### src/rtl/execute_stage.sv
// rtl/execute_stage.sv - execute stage: forwarding, 16-bit ALU, CCR, branch resolution
// All state is captured on the falling clock edge to line up with the pipeline buffers.
module execute_stage #(
  parameter int DW  = 16,
  parameter int PCW = 32
) (
  input  logic           Clk,
  input  logic           Rst,
  input  logic           stall,
  input  logic [1:0]     FlashNumIn,
  input  logic [3:0]     aluSignals,
  input  logic [DW-1:0]  Reg1,
  input  logic [DW-1:0]  Reg2,
  input  logic [DW-1:0]  instr,
  input  logic           ALU_src,
  input  logic [1:0]     fwdA,
  input  logic [1:0]     fwdB,
  input  logic [DW-1:0]  emResult,
  input  logic [DW-1:0]  wbResult,
  input  logic           MR,
  input  logic           MW,
  input  logic           MTR,
  input  logic           RW,
  input  logic [2:0]     RegDestination,
  input  logic           Branch,
  input  logic [1:0]     brCond,
  input  logic           SetC,
  input  logic           CLRC,
  input  logic [PCW-1:0] pc,
  output logic [DW-1:0]  resultOut,
  output logic [DW-1:0]  storeDataOut,
  output logic           MROut,
  output logic           MWOut,
  output logic           MTROut,
  output logic           RWOut,
  output logic [2:0]     RegDestinationOut,
  output logic [PCW-1:0] pcOut,
  output logic [2:0]     flagsOut,
  output logic           branchTaken,
  output logic           branchTarget_unused_guard,
  output logic [DW-1:0]  branchTarget
);

  localparam int C_BIT = 2;
  localparam int N_BIT = 1;
  localparam int Z_BIT = 0;

  logic [DW-1:0]  op_a, fwd_b, op_b;
  logic [DW-1:0]  alu_res;
  logic           zn_upd, c_upd, c_val;
  logic [DW:0]    sum_ext, shl_ext, shr_ext;
  logic           taken;
  logic [2:0]     ccr_d, ccr_q;

  logic [DW-1:0]  res_q, store_q, tgt_q;
  logic [3:0]     ctrl_q;
  logic [2:0]     rd_q;
  logic [PCW-1:0] pc_q;
  logic           taken_q;

  always_comb begin
    case (fwdA)
      2'b01:   op_a = emResult;
      2'b10:   op_a = wbResult;
      default: op_a = Reg1;
    endcase
    case (fwdB)
      2'b01:   fwd_b = emResult;
      2'b10:   fwd_b = wbResult;
      default: fwd_b = Reg2;
    endcase
    op_b = ALU_src ? instr : fwd_b;
  end

  // Shifts go through one extra bit so the last bit shifted out lands in a fixed position.
  always_comb begin
    alu_res = '0;
    zn_upd  = 1'b0;
    c_upd   = 1'b0;
    c_val   = 1'b0;
    sum_ext = '0;
    shl_ext = {1'b0, op_a} << op_b[3:0];
    shr_ext = {op_a, 1'b0} >> op_b[3:0];
    case (aluSignals)
      4'h0: alu_res = op_a;
      4'h1: begin alu_res = ~op_a; zn_upd = 1'b1; end
      4'h2: begin
        sum_ext = {1'b0, op_a} + {{DW{1'b0}}, 1'b1};
        alu_res = sum_ext[DW-1:0];
        zn_upd  = 1'b1; c_upd = 1'b1; c_val = sum_ext[DW];
      end
      4'h3: begin
        alu_res = op_a - {{(DW-1){1'b0}}, 1'b1};
        zn_upd  = 1'b1; c_upd = 1'b1; c_val = (op_a == '0);
      end
      4'h4: begin
        sum_ext = {1'b0, op_a} + {1'b0, op_b};
        alu_res = sum_ext[DW-1:0];
        zn_upd  = 1'b1; c_upd = 1'b1; c_val = sum_ext[DW];
      end
      4'h5: begin
        alu_res = op_a - op_b;
        zn_upd  = 1'b1; c_upd = 1'b1; c_val = (op_a < op_b);
      end
      4'h6: begin alu_res = op_a & op_b; zn_upd = 1'b1; end
      4'h7: begin alu_res = op_a | op_b; zn_upd = 1'b1; end
      4'h8: begin
        alu_res = shl_ext[DW-1:0];
        zn_upd  = 1'b1; c_upd = (op_b[3:0] != 4'h0); c_val = shl_ext[DW];
      end
      4'h9: begin
        alu_res = shr_ext[DW:1];
        zn_upd  = 1'b1; c_upd = (op_b[3:0] != 4'h0); c_val = shr_ext[0];
      end
      4'hA: alu_res = op_b;
      default: alu_res = '0;
    endcase
  end

  always_comb begin
    taken = 1'b0;
    if (Branch) begin
      case (brCond)
        2'b00:   taken = ccr_q[Z_BIT];
        2'b01:   taken = ccr_q[N_BIT];
        2'b10:   taken = ccr_q[C_BIT];
        default: taken = 1'b1;
      endcase
    end
  end

  // Branches never feed ALU flags; a taken conditional consumes its flag; SetC/CLRC win last.
  always_comb begin
    ccr_d = ccr_q;
    if (!Branch) begin
      if (zn_upd) begin
        ccr_d[Z_BIT] = (alu_res == '0);
        ccr_d[N_BIT] = alu_res[DW-1];
      end
      if (c_upd) ccr_d[C_BIT] = c_val;
    end
    if (taken) begin
      case (brCond)
        2'b00:   ccr_d[Z_BIT] = 1'b0;
        2'b01:   ccr_d[N_BIT] = 1'b0;
        2'b10:   ccr_d[C_BIT] = 1'b0;
        default: ;
      endcase
    end
    if (SetC && !CLRC)      ccr_d[C_BIT] = 1'b1;
    else if (CLRC && !SetC) ccr_d[C_BIT] = 1'b0;
  end

  always_ff @(negedge Clk) begin
    if (Rst) begin
      res_q   <= '0;
      store_q <= '0;
      tgt_q   <= '0;
      ctrl_q  <= '0;
      rd_q    <= '0;
      pc_q    <= '0;
      taken_q <= 1'b0;
      ccr_q   <= '0;
    end else if (stall) begin
      ;
    end else if (FlashNumIn != 2'b00) begin
      res_q   <= '0;
      store_q <= '0;
      tgt_q   <= '0;
      ctrl_q  <= '0;
      rd_q    <= '0;
      pc_q    <= '0;
      taken_q <= 1'b0;
    end else begin
      res_q   <= alu_res;
      store_q <= fwd_b;
      tgt_q   <= op_a;
      ctrl_q  <= {MR, MW, MTR, RW};
      rd_q    <= RegDestination;
      pc_q    <= pc;
      taken_q <= taken;
      ccr_q   <= ccr_d;
    end
  end

  assign resultOut                 = res_q;
  assign storeDataOut              = store_q;
  assign branchTarget              = tgt_q;
  assign {MROut, MWOut, MTROut, RWOut} = ctrl_q;
  assign RegDestinationOut         = rd_q;
  assign pcOut                     = pc_q;
  assign branchTaken               = taken_q;
  assign branchTarget_unused_guard = 1'b0;
  assign flagsOut                  = ccr_q;

endmodule
### config.mk
export PLATFORM = sky130hd
export DESIGN_NAME = execute_stage
export DESIGN_NICKNAME = d
export VERILOG_FILES = /design/src/rtl/execute_stage.sv
export SDC_FILE = /design/constraint.sdc
export NUM_CORES = 1
export LEC_CHECK = 0
export BUFFER_PORTS_ARGS = -buffer_cell sky130_fd_sc_hd__buf_4
export CORE_MARGIN = 8
export CORE_UTILIZATION = 55
export CTS_CLUSTER_SIZE = 16
export DETAILED_ROUTE_END_ITERATION = 6
export MAX_ROUTING_LAYER = met4
export PLACE_DENSITY = 0.82
export SYNTH_ARGS = -nofsm -noshare
export SYNTH_HDL_FRONTEND = slang
export SYNTH_SLANG_ARGS = --single-unit
export TNS_END_PERCENT = 5
### constraint.sdc
create_clock -name Clk -period 10.05 [get_ports Clk]
set_input_delay 0.5025 -clock Clk [delete_from_list [all_inputs] [get_ports Clk]]
set_output_delay 0.5025 -clock Clk [all_outputs]
set_load 0.005 [all_outputs]
==> metrics.log <==
[metrics] cell at the root of the clock tree: sky130_fd_sc_hd__clkbuf_16
[metrics] Overall Power: 1.68 mW
[metrics] Pre-Repair DR Iteration Count: 7
[metrics] placeable core region: 16600 µm²
[metrics] Final #Nets: approximately 1800
[metrics] fraction of final layout cells with drive strength greater than 1: about a quarter
[metrics] RR Endpoint: flagsOut[0]
[metrics] cell type of the slowest stage on the worst timing path: sky130_fd_sc_hd__o21ai_0
[metrics] count of final hold-check violations: 0
[metrics] insertion delay to the later sink of the worst-skew pair: 420 ps
[metrics] Worst Hold Slack: between 400 and 500 ps
[metrics] Mapped Nets: 1489
[metrics] hold worst-path end: storeDataOut[1]
[metrics] Total Routing Usage GR: between 40% and 50%
[metrics] number of cells after detailed placement: 1731
[metrics] total number of vias: 12355
[metrics] first-pass GRT wire length: 67.4 mm
[metrics] Avg Vias per Cell: 6.72
[metrics] Worst Setup End Kind: flip-flop
[metrics] share of synthesized registers carrying an async set or reset: 0%
[metrics] violated checks: design-rule violations
[metrics] status: finished, violations left
[metrics] number of routed nets with antenna violations: 0
[metrics] die outline width: 146 µm
[metrics] crit start category: primary input
[metrics] clock tree from TritonCTS: yes
[metrics] most common cell after layout, fill and taps aside: sky130_fd_sc_hd__buf_4
[metrics] data arrival at the endpoint of the critical path: 5120 ps
[metrics] reg2reg start: flagsOut[1]
[metrics] transition at the pin with the smallest max-transition slack: 1060 ps
[metrics] standard-cell row count: 47
[metrics] count of distinct cell types in the synthesized netlist: 92
[metrics] delay of the slowest cell on the worst path: roughly 560 ps
[metrics] Required @ worst endpoint: 5370 ps
[metrics] Critical Path Fanout Max: 17
[metrics] Cell Area, Synth: 9330 µm²
[metrics] worst hold path depth: 2
[metrics] ports placed on the boundary: 230
[metrics] average footprint of a synthesized cell: 7.23 µm²
[metrics] number of buffers added to fix hold violations after cts: 0
[metrics] Warnings, synthesis: 0
[metrics] Port Buf Inserts: between 200 and 250
[metrics] number of synthesized flops with an enable pin: 0
[metrics] via count of the first global-routing pass: 11565
[metrics] maximum number of pins on one net before global-route repair: slightly above 90
[metrics] initial antenna violation count: 1
[metrics] Lkg Pwr: 5.69 nW
[metrics] critical-path cell list: buf_4 -> inv_1 -> ha_1 -> buf_12 -> a221o_1 -> o21ai_0 -> o21ai_0 -> ha_1 -> a21oi_1 -> nor2_1 -> a21oi_1 -> a21bo_2 -> a2111oi_1 -> o211ai_1 -> nor3_1 -> or4bb_1 -> nor4_1 -> a31o_1
[metrics] non-filler instance count after layout: 1838
[metrics] area of the die: 21400 µm²
[metrics] count of state elements after synthesis: 91
[metrics] clk_skew: 12.0 ps
[metrics] DRT Wirelength: 44.9 mm
[metrics] DRC violation count after routing: 42
[metrics] depth of the CTS H-tree: 3
[metrics] max_slew headroom: 28.7%
[metrics] sequential fraction of the synthesis area: 19.5%
[metrics] count of max-cap constraint violations: 0
[metrics] total number of clock tree sinks: 91
[metrics] overall overflow remaining after global route: 0
[metrics] pwr/cell area: around 140 nW/µm²
[metrics] Detailed Place HPWL: 33.7 mm
[metrics] layout overhead on the synthesized area: 32.1%
[metrics] worst min path class: flip-flop to flip-flop
[metrics] effective utilization at floorplan: 56.3%
[metrics] top flip-flop cell by instance count after synthesis: sky130_fd_sc_hd__dfxtp_1
[metrics] filler cell count: between 1000 and 1500
[metrics] Slew Limit Fails: 0
[metrics] gpl congestion: roughly 1.1
[metrics] source of the worst hold timing path: storeDataOut[1]
[metrics] number of DRC markers after the initial detailed-route iteration: 1670
[metrics] crit path kind: primary input to flip-flop
[metrics] Register-to-Register Path Depth: 10
[metrics] number of buffers created by CTS: 9
[metrics] Synth Instances: roughly 1300
[metrics] register-to-register setup slack: 7200 ps
[metrics] setup TNS after final layout: 0 ps
[metrics] maximum vdd drop: around 93 µV
[metrics] per-cell routed wire length: about 24 µm
[metrics] cell family with the largest share of critical-path delay: compound AO/OA/AOI/OAI gates
[metrics] register clock-pin slew on the reported worst setup and hold paths: 40 ps
[metrics] number of buffers on the longest clock path: 2
[metrics] top library cells by usage in the layout, fill and taps aside: sky130_fd_sc_hd__buf_4 (324), sky130_fd_sc_hd__nor2_1 (170), sky130_fd_sc_hd__inv_1 (144)
[metrics] unrepaired setup endpoints after global routing: false
[metrics] count of buffering cells on the critical path with inverters included: 3
[metrics] final setup fails: 0
[metrics] die extent in y: 146 µm
==> final cells by class <==
cell class              count  area, µm²  area share [%]
clock buffers               9        225            1.83
clock inverters            98        423            3.43
inverters                  64        240            1.95
repair buffers            325       2450            19.9
flip-flops and latches     91       1820            14.8
multi-input cells        1030       6890            55.9
well taps                 220        275            2.23
diodes                      1       2.50          0.0203
==> logic make-up (layout without fill, tap and decap cells) <==
| family | count (synthesis) | count (layout) | synth area share (%) |
|---|---|---|---|
| fa+ha+maj | 60 | 60 | 8.13 |
| other cells | 1 | 2 | 0.0402 |
| compound gates | 437 | 437 | 32.8 |
| xor+xnor | 31 | 31 | 2.91 |
| flops | 91 | 91 | 19.5 |
| simple gates | 440 | 440 | 22.7 |
| mux | 61 | 61 | 6.61 |
| buf+inv | 170 | 496 | 7.24 |
==> worst max path at each step <==
| stage | cells after the start | to | from |
|---|---|---|---|
| after floorplan | 21 | flagsOut[0] | fwdB[0] |
| after global placement | 18 | flagsOut[0] | fwdB[0] |
| after detailed placement | 18 | flagsOut[0] | fwdB[0] |
| after CTS | 20 | flagsOut[0] | fwdB[0] |
| after global routing | 18 | flagsOut[0] | fwdB[0] |
| final | 18 | flagsOut[0] | fwdB[0] |
==> flip-flops by register name (all words and copies together), names as in the netlist <==
| register | count |
|---|---|
| pcOut | 32 |
| branchTarget | 16 |
| resultOut | 16 |
| storeDataOut | 16 |
| ctrl_q | 4 |
| RegDestinationOut | 3 |
| flagsOut | 3 |
| branchTaken | 1 |
==> stage by stage <==
step	worst slack (ps)	instance area [µm²]	utilization, %
floorplan	16.5	9350	-
global placement	200	11700	70.4
detailed placement	-37.1	11700	70.4
CTS	325	12300	74.3
global route	7.49	12300	74.3
finish	243	12300	74.3
==> synth_stat cells (all sizes together), types with 5 or more instances <==
library cell,number,area (µm²)
a2111oi,8,70.1
nor2,172,656
ha,59,738
inv,61,229
o211ai,22,165
o21ai,82,414
clkbuf,80,300
mux2i,56,561
or3,9,56.3
o22ai,20,125
a31oi,8,50.1
o31ai,8,60.1
o2111ai,7,61.3
and2,5,31.3
a21o,5,37.5
o21a,5,37.5
or4,8,60.1
a221o,10,100
xnor2,28,245
nand2b,12,75.1
o221ai,15,131
a31o,6,52.6
a221oi,26,264
a2bb2oi,5,43.8
a211oi,11,82.6
dfxtp,91,1820
nor2b,17,114
a22oi,85,638
nand3,25,135
buf,25,131
nor4,18,149
nand2,98,368
and3,7,43.8
nor3,41,210
a21oi,77,385
mux2,5,56.3
nand4,7,43.8
==> worst min-delay path, delay by kind of cell (launching register included) <==
family / cells / cell delay, ps
AOI/OAI and AO/OA: 1 / 50
DFF: 1 / 300
and+or+nand+nor: 1 / 60
==> timing repair <==
item                       in CTS  in global routing
hold endpoints to repair        0                  0
setup endpoints to repair       0                  1
resized for setup               0                  1
buffers inserted                0                  0
==> power by group <==
part | internal (mW) | total (mW) | switching (mW)
clock | 0.227 | 0.514 | 0.287
sequential | 0.373 | 0.379 | 0.00607
combinational | 0.307 | 0.786 | 0.479
total | 0.907 | 1.68 | 0.771
==> layer usage <==
metal / GRT usage [%] / part of all wire [%]
met1: 46.5 / 36
met2: 62.6 / 44
met3: 12.4 / 13
met4: 22.0 / 6.3
met5: - / 0
No activity file was read; power rests on OpenSTA's default activity.
